[config.mk]
export PLATFORM = sky130hd
export DESIGN_NAME = ib_fetch_ctrl
export DESIGN_NICKNAME = d
export VERILOG_FILES = /design/src/rtl/ib_pkg.sv /design/src/rtl/ib_pc_adder.sv /design/src/rtl/ib_fetch_ctrl.sv
export SDC_FILE = /design/constraint.sdc
export NUM_CORES = 1
export LEC_CHECK = 0
export ABC_AREA = 0
export CAP_MARGIN = 10
export CORE_MARGIN = 8
export CORE_UTILIZATION = 41
export CTS_CLUSTER_SIZE = 30
export DETAILED_ROUTE_END_ITERATION = 12
export DONT_BUFFER_PORTS = 1
export PLACE_DENSITY = 0.66
export SLEW_MARGIN = 20
export SYNTH_ARGS = -nofsm -noshare
export SYNTH_HDL_FRONTEND = slang
export SYNTH_HIERARCHICAL = 1
export SYNTH_SLANG_ARGS = --single-unit
[constraint.sdc]
create_clock -name clk -period 2 [get_ports clk]
set_clock_uncertainty 0.05 [all_clocks]
set_input_delay 0.6 -clock clk [delete_from_list [all_inputs] [get_ports clk]]
set_output_delay 0.6 -clock clk [all_outputs]
set_load 0.01 [all_outputs]
[src/rtl/ib_pkg.sv]
// Shared types and defaults for the instruction-fetch controller.
package ib_pkg;

    localparam int unsigned IB_AWIDTH  = 6;
    localparam int unsigned IB_DWIDTH  = 32;
    localparam int unsigned IB_INC_ONE = 1;

    typedef enum logic [1:0] {
        IB_IDLE,
        IB_REQ,
        IB_STALL,
        IB_HALTED
    } ib_fetch_state_t;

endpackage

[src/rtl/ib_pc_adder.sv]
// Program-counter adder: sum wraps modulo 2^AWIDTH, carry is discarded.
module ib_pc_adder #(
    parameter int unsigned AWIDTH = 6
) (
    input  logic [AWIDTH-1:0] pc,
    input  logic [AWIDTH-1:0] inc,
    output logic [AWIDTH-1:0] sum
);

    assign sum = pc + inc;

endmodule

[src/rtl/ib_fetch_ctrl.sv]
// Instruction-fetch controller: issues one fetch per accepted cycle and
// applies jump/branch redirects or sequential increment to the PC.
module ib_fetch_ctrl
    import ib_pkg::*;
#(
    parameter int unsigned AWIDTH = IB_AWIDTH,
    parameter int unsigned DWIDTH = IB_DWIDTH
) (
    input  logic              clk,
    input  logic              rst_n,
    input  logic              start,
    input  logic              stall,
    input  logic              halt,
    input  logic              branch_en,
    input  logic [AWIDTH-1:0] branch_off,
    input  logic              jump_en,
    input  logic [AWIDTH-1:0] jump_addr,
    output logic              mem_req,
    output logic [AWIDTH-1:0] mem_addr,
    input  logic              mem_ack,
    input  logic [DWIDTH-1:0] instr_in,
    output logic [DWIDTH-1:0] instr_out,
    output logic              instr_valid,
    output logic [AWIDTH-1:0] pc_out,
    output logic              redir_taken,
    output logic              busy
);

    ib_fetch_state_t   state;
    ib_fetch_state_t   nxt;
    logic [AWIDTH-1:0] pc;
    logic [AWIDTH-1:0] inc;
    logic [AWIDTH-1:0] pc_sum;
    logic [AWIDTH-1:0] next_pc;
    logic              accept;

    assign accept   = (state == IB_REQ) && mem_ack;
    assign inc      = branch_en ? branch_off : AWIDTH'(IB_INC_ONE);
    assign next_pc  = jump_en ? jump_addr : pc_sum;
    assign mem_addr = pc;
    assign pc_out   = pc;

    ib_pc_adder #(.AWIDTH(AWIDTH)) u_adder (
        .pc  (pc),
        .inc (inc),
        .sum (pc_sum)
    );

    always_comb begin
        nxt = state;
        case (state)
            IB_IDLE, IB_HALTED: if (start) nxt = stall ? IB_STALL : IB_REQ;
            // halt outranks stall on the accept cycle
            IB_REQ:             if (mem_ack) nxt = halt ? IB_HALTED : (stall ? IB_STALL : IB_REQ);
            IB_STALL:           if (!stall) nxt = IB_REQ;
            default:            nxt = IB_IDLE;
        endcase
    end

    always_ff @(posedge clk or negedge rst_n) begin
        if (!rst_n) begin
            state       <= IB_IDLE;
            pc          <= '0;
            mem_req     <= 1'b0;
            busy        <= 1'b0;
            instr_out   <= '0;
            instr_valid <= 1'b0;
            redir_taken <= 1'b0;
        end else begin
            state       <= nxt;
            mem_req     <= (nxt == IB_REQ);
            busy        <= (nxt == IB_REQ) || (nxt == IB_STALL);
            instr_valid <= accept;
            redir_taken <= accept && (jump_en || branch_en);
            if (accept) begin
                instr_out <= instr_in;
                pc        <= next_pc;
            end
        end
    end

endmodule

==> run summary, run 1 <==
WP buf/inv: 0
CP arrival: 2.01 ns
Yosys Warn Count: 6
Number of synthesized flops with an enable pin: 0
Vias in the first global route: 1396
Ports: 100
First-pass GRT wire length: 7120 µm
Most common cell in the synthesized netlist: dfrtp_1
Initial DRC Count: 17
DR vias/cell: 5.26
Cells after Synth: 156
Async SR Flop Fraction: 1.00
Detailed placer's ending HPWL: 3570 µm
Pwr dens: 1670 mW/mm²
Pre-antenna DRT Iters: 4
Syn Area/Cell: 13.2 µm²
Synth cell count leaders: 44 x dfrtp_1, 29 x mux2_2, 8 x ha_1, 8 x o21ai_0
Area share of and/or/nand/nor cells after synthesis: 0.0558
Largest net degree at the start of global routing: 45
Minimum clock period: 1.85 ns
Seq/Total Area, Yosys: 0.533
Clock sinks: 44
Mux cell area share after synthesis: 0.208
Max-cap viol count: 0
Share of layout cells above drive strength 1: 0.342
Setup CP Type: reg2reg
Final Power: 3.79 mW
CP Data Required Time: 2.16 ns
CTS buffer count: 5
Sw frac: 0.377
Internal: 2.36 mW
Final Hold Viols: 0
Root buffer cell: clkbuf_8
NumNets Final: 218
Hold Path Class: in2async
Fin crit share: 0.925
DRC: 0
Total leakage power: 0.997 nW
Yosys top cell area share: 0.533
Post-DRT Antenna Nets: 0
H-tree depth: 2
Buffers on Ports: 0
Final antenna diode count: 0
Most used DFF post-synth: dfrtp_1
Slew Viols, Final: 0
Total grt overflow: 0
Final setup vio count: 0
Fraction of synthesized cell area in xor and xnor cells: 0.0212
CP Cell Sequence: ha_1 -> a211oi_2 -> o21bai_1 -> a21oi_2 -> xnor2_1 -> mux2i_1 -> o21ai_0
TritonCTS clock tree: done
Worst-Margin Slew: 0.388 ns
Synth Area in Compound Gates: 0.0721
Net load switching power: 1.43 mW
Combinational fraction of design power: 0.316
Synth area leader: dfrtp_1
Crit Path Max Fanout: 5
Clock power frac: 0.183
Reg2reg path depth: 7
Main combinational cell family by area after synthesis: multiplexers
Initial antenna violation count: 0
Status: complete, no violations
WL per Instance: 20.0 µm
Synth Net Count: 217
Crit. path cell count: 7
Worst reg2reg path endpoint: mem_addr[5]
Synth unique cells: 36
DR vias: 1200
Critical Path Max Stage Delay: 0.51 ns
Crit. End Element: flip-flop
Die area: 0.00756 mm²
Clock buffer depth: 2
Largest cells by area after synthesis: dfrtp_1 53%, mux2_2 16%, ha_1 4.8%
VDD IR max: 0.727 mV
Num rows: 26
Max Clock Freq: 540 MHz
Later-pin clock latency in the skew report: 0.30 ns
CTS clock-pin slew for the worst setup and hold paths: 0.10 ns
Synthesized area: 0.00206 mm²
Die height: 87.0 µm
Post-CTS Setup Inserts: 0
FF-to-FF Start: mem_addr[1]
Die W: 87.0 µm
WHS: 0.0762 ns
CP top delay family: compound AO/OA/AOI/OAI gates
Core Footprint: 0.00498 mm²
Post-synthesis adder-cell area fraction: 0.0582
DRT Wirelength: 4550 µm
Worst setup SP type: flip-flop
Routability cong.: 0.771
Layout Area Growth over Synthesis: 10.2%
Flops & latches, synth: 44
Seq pwr share: 0.501
Total GRT Usage: 0.121
Relative slew slack: 0.742
RSZ-0062 raised after global routing: no
Starting Density: 0.415
FF-to-FF setup slack: 0.15 ns
CP max stage cell: dfrtp_1
[cells in the final DEF (no fill, tap or decap), types with 3 or more instances in the layout]
cell      instances
mux2i_1           7
ha_1              6
mux2_1            3
buf_4             4
o21ai_0           7
mux2_2           29
a211oi_2          3
inv_1             3
clkbuf_8          5
nand2_1           7
and2_1            5
dfrtp_1          44
xnor2_1           3
[cell type report]
| cell class | instances | area (µm²) |
|---|---|---|
| multi-input cells | 97 | 897 |
| clock buffers | 5 | 68.8 |
| inverters | 4 | 17.5 |
| well taps | 70 | 87.6 |
| clock inverters | 3 | 46.3 |
| flip-flops and latches | 44 | 1100 |
| repair buffers | 5 | 57.6 |
| fillers | 457 | 2700 |
[logic make-up (layout without fill, tap and decap cells)]
| kind of cell | count (synthesis) | in the layout |
|---|---|---|
| AND/OR/NAND/NOR | 22 | 22 |
| XOR/XNOR | 5 | 5 |
| flip-flops | 44 | 44 |
| buffers and inverters | 15 | 17 |
| adder cells (fa/ha/maj) | 9 | 9 |
| multiplexers | 39 | 39 |
| AO/OA/AOI/OAI | 22 | 22 |
[sequential cells by signal, summed over array words and instances, names as in the netlist]
name,count
redir_taken,1
mem_req,1
busy,1
mem_addr,6
instr_valid,1
instr_out,32
state,2
[through the flow]
stage	util	TNS, ns	cell area [µm²]	setup WS, ns	cells
after floorplan	-	-0.0242	2090	-0.0242	156
after global placement	0.426	-0.0550	2120	-0.0481	219
after detailed placement	0.426	-0.127	2120	-0.0682	219
after CTS	0.455	0	2260	0.0249	228
after global routing	0.457	0	2280	0.0259	228
final	0.457	0	2280	0.149	228
[power by group through the flow]
| stage | Combinational (mW) | Sequential, mW | Clock [mW] |
|---|---|---|---|
| CTS | 1.18 | 1.92 | 0.727 |
| detailed placement | 1.16 | 1.93 | 0 |
| global placement | 1.06 | 1.92 | 0 |
| floorplan | 1.06 | 1.78 | 0 |
| global route | 1.34 | 1.98 | 0.757 |
| finish | 1.20 | 1.90 | 0.694 |
[timing repair]
action	in CTS	in global routing
endpoints found under the hold margin	44	0
hold buffers	1	0
setup endpoints to repair	0	2
gates resized for setup	0	3
[layer usage]
layer | global-route usage | up-vias | share of wire
met3 | 0.0670 | 7 | 0.11
met2 | 0.214 | 56 | 0.55
met4 | 0.0438 | 0 | 0.011
met1 | 0.114 | 599 | 0.33
met5 | 0 | - | 0
li1 | - | 538 | -
[how the worst max path moves through the flow]
stage | start | to | slack (ns)
floorplan | branch_off[0] | mem_addr[4] | -0.02
finish | mem_addr[1] | mem_addr[5] | 0.15
global placement | branch_off[0] | mem_addr[4] | -0.05
global route | mem_addr[1] | mem_addr[5] | 0.03
CTS | state[0] | busy | 0.02
detailed placement | branch_off[0] | mem_addr[4] | -0.07
(Power assumes the default switching activity.)
==> run 2: changes to the inputs <==
--- a/config.mk
+++ b/config.mk
@@ -8,11 +8,12 @@
 export ABC_AREA = 0
 export CAP_MARGIN = 10
 export CORE_MARGIN = 8
-export CORE_UTILIZATION = 41
+export CORE_UTILIZATION = 45
 export CTS_CLUSTER_SIZE = 30
 export DETAILED_ROUTE_END_ITERATION = 12
 export DONT_BUFFER_PORTS = 1
-export PLACE_DENSITY = 0.66
+export MAX_ROUTING_LAYER = met4
+export PLACE_DENSITY = 0.71
 export SLEW_MARGIN = 20
 export SYNTH_ARGS = -nofsm -noshare
 export SYNTH_HDL_FRONTEND = slang
==> run summary, run 2 (synthesis results as in run 1) <==
Fin crit share: 0.947 (was 0.925)
Root buffer cell: clkbuf_8 (unchanged)
TritonCTS clock tree: done (unchanged)
WHS: 0.0911 ns (was 0.0762 ns)
CTS clock-pin slew for the worst setup and hold paths: 0.09 ns (was 0.10 ns)
Final Non-Filler Cells: 212 (was 228)
WL per Instance: 21.3 µm (was 20.0 µm)
DRT Wirelength: 4520 µm (was 4550 µm)
First-pass GRT wire length: 7290 µm (was 7120 µm)
Total GRT Usage: 0.133 (was 0.121)
Fillcell total: 387 (was 457)
Clock power frac: 0.182 (was 0.183)
Die height: 83.7 µm (was 87.0 µm)
Final setup vio count: 0 (unchanged)
Setup tns final: 0 ns (unchanged)
Status: complete, no violations (unchanged)
CP top delay family: adder cells (was compound AO/OA/AOI/OAI gates)
FF-to-FF setup slack: 0.11 ns (was 0.15 ns)
Max reg flops: 32 (unchanged)
Die area: 0.00701 mm² (was 0.00756 mm²)
Combinational fraction of design power: 0.318 (was 0.316)
Final Hold Viols: 0 (unchanged)
Total leakage power: 1.00 nW (was 0.997 nW)
Clock buffer depth: 2 (unchanged)
Multi-input gate area: 890 µm² (was 897 µm²)
NumNets Final: 220 (was 218)
CP Data Required Time: 2.19 ns (was 2.16 ns)
Buffers on Ports: 0 (unchanged)
Routability cong.: 0.821 (was 0.771)
Hold Path Class: in2async (unchanged)
CP Cell Sequence: inv_1 -> ha_1 -> nand3_1 -> and3_1 -> a211oi_1 -> ha_1 -> inv_1 (was ha_1 -> a211oi_2 -> o21bai_1 -> a21oi_2 -> xnor2_1 -> mux2i_1 -> o21ai_0)
Worst setup SP type: flip-flop (unchanged)
Pre-antenna DRT Iters: 4 (unchanged)
Sw frac: 0.375 (was 0.377)
Layout Area Growth over Synthesis: 9.15% (was 10.2%)
Setup CP Type: reg2reg (unchanged)
Minimum clock period: 1.89 ns (was 1.85 ns)
Internal: 2.37 mW (was 2.36 mW)
CP max stage cell: dfrtp_1 (unchanged)
RSZ-0062 raised after global routing: no (unchanged)
Critical Path Max Stage Delay: 0.43 ns (was 0.51 ns)
Net load switching power: 1.42 mW (was 1.43 mW)
Final antenna diode count: 0 (unchanged)
Reg2reg path depth: 7 (unchanged)
FF-to-FF Start: state[1] (was mem_addr[1])
Initial antenna violation count: 0 (unchanged)
Max-cap viol count: 0 (unchanged)
Initial DRC Count: 47 (was 17)
Crit. End Element: flip-flop (unchanged)
Seq pwr share: 0.500 (was 0.501)
Pwr dens: 1680 mW/mm² (was 1670 mW/mm²)
DR vias/cell: 5.61 (was 5.26)
Post-DRT Antenna Nets: 0 (unchanged)
Die W: 83.7 µm (was 87.0 µm)
Ports: 100 (unchanged)
Starting Density: 0.471 (was 0.415)
Post-Place Cells: 201 (was 219)
Later-pin clock latency in the skew report: 0.30 ns (about the same)
Slew Viols, Final: 0 (unchanged)
Vias in the first global route: 1391 (was 1396)
Clock sinks: 44 (unchanged)
CTS buffer count: 5 (unchanged)
Reg area: 0.00110 mm² (unchanged)
Share of layout cells above drive strength 1: 0.338 (was 0.342)
Crit Path Max Fanout: 6 (was 5)
Max Clock Freq: 528 MHz (was 540 MHz)
CP arrival: 2.09 ns (was 2.01 ns)
Detailed placer's ending HPWL: 3570 µm (about the same)
Reg with most FFs: instr_out (unchanged)
Relative slew slack: 0.737 (was 0.742)
Worst-Margin Slew: 0.395 ns (was 0.388 ns)
Final Power: 3.80 mW (was 3.79 mW)
DRC: 0 (unchanged)
Num rows: 24 (was 26)
Most common cell after layout, fill and taps aside: dfrtp_1 (unchanged)
WP buf/inv: 2 (was 0)
H-tree depth: 2 (unchanged)
DR vias: 1190 (was 1200)
Total grt overflow: 0 (unchanged)
Worst reg2reg path endpoint: busy (was mem_addr[5])
Core Footprint: 0.00438 mm² (was 0.00498 mm²)
VDD IR max: 0.769 mV (was 0.727 mV)
Commonest cells after routing, fill and taps aside: 44 x dfrtp_1, 29 x mux2_2 (was 44 x dfrtp_1, 29 x mux2_2, 7 x mux2i_1, 7 x nand2_1, 7 x o21ai_0)
Largest net degree at the start of global routing: 45 (unchanged)
==> run 2: cell count changes in the layout (fill, tap and decap cells not counted), sizes merged <==
cell,before,now
buf,5,7
==> run 2: metal layers <==
layer	vias to the layer above	global-route usage	share of wire
met4	0	0.0487	0.015
li1	545	-	-
met5	-	-	0
met1	575	0.124	0.35
met2	63	0.238	0.53
met3	7	0.0547	0.10
==> run 2: final cells by class <==
type	count	area share
timing repair buffer	7	0.0289
sequential	44	0.489
tap	52	0.0289
multi-input combinational	97	0.395
clock buffer	5	0.0305
clock inverter	3	0.0205
inverter	4	0.00777
==> run 2: worst max path at each step <==
stage                        startpoint  depth (start not counted)  slack, ns          end
after floorplan           branch_off[0]                          8      -0.02  mem_addr[4]
after global placement    branch_off[0]                          8      -0.04  mem_addr[4]
after detailed placement  branch_off[0]                          8      -0.07  mem_addr[4]
after CTS                      state[0]                          7       0.03         busy
after global routing           state[1]                          7       0.02         busy
final                          state[1]                          7       0.11         busy
==> run 2: per-stage QoR <==
stage               setup WS (ns)   util  instance area (µm²)
floorplan                 -0.0242      -                 2090
global placement          -0.0366  0.479                 2100
detailed placement        -0.0715  0.479                 2100
CTS                        0.0340  0.509                 2230
global route               0.0228  0.514                 2250
finish                      0.106  0.514                 2250
==> run 2: timing repair <==
action | in CTS | in global routing
resized for setup | 0 | 1
hold buffers | 1 | 0
endpoints found under the setup margin | 0 | 1
endpoints found under the hold margin | 44 | 0
setup buffers | 0 | 2
==> run 2: power by group through the flow <==
stage	Clock [mW]	Combinational, mW	Sequential [mW]
6_report	0.691	1.21	1.90
2_1_floorplan	0	1.06	1.78
3_5_place_dp	0	1.16	1.94
5_1_grt	0.742	1.36	1.97
3_3_place_gp	0	1.06	1.92
4_1_cts	0.716	1.18	1.92
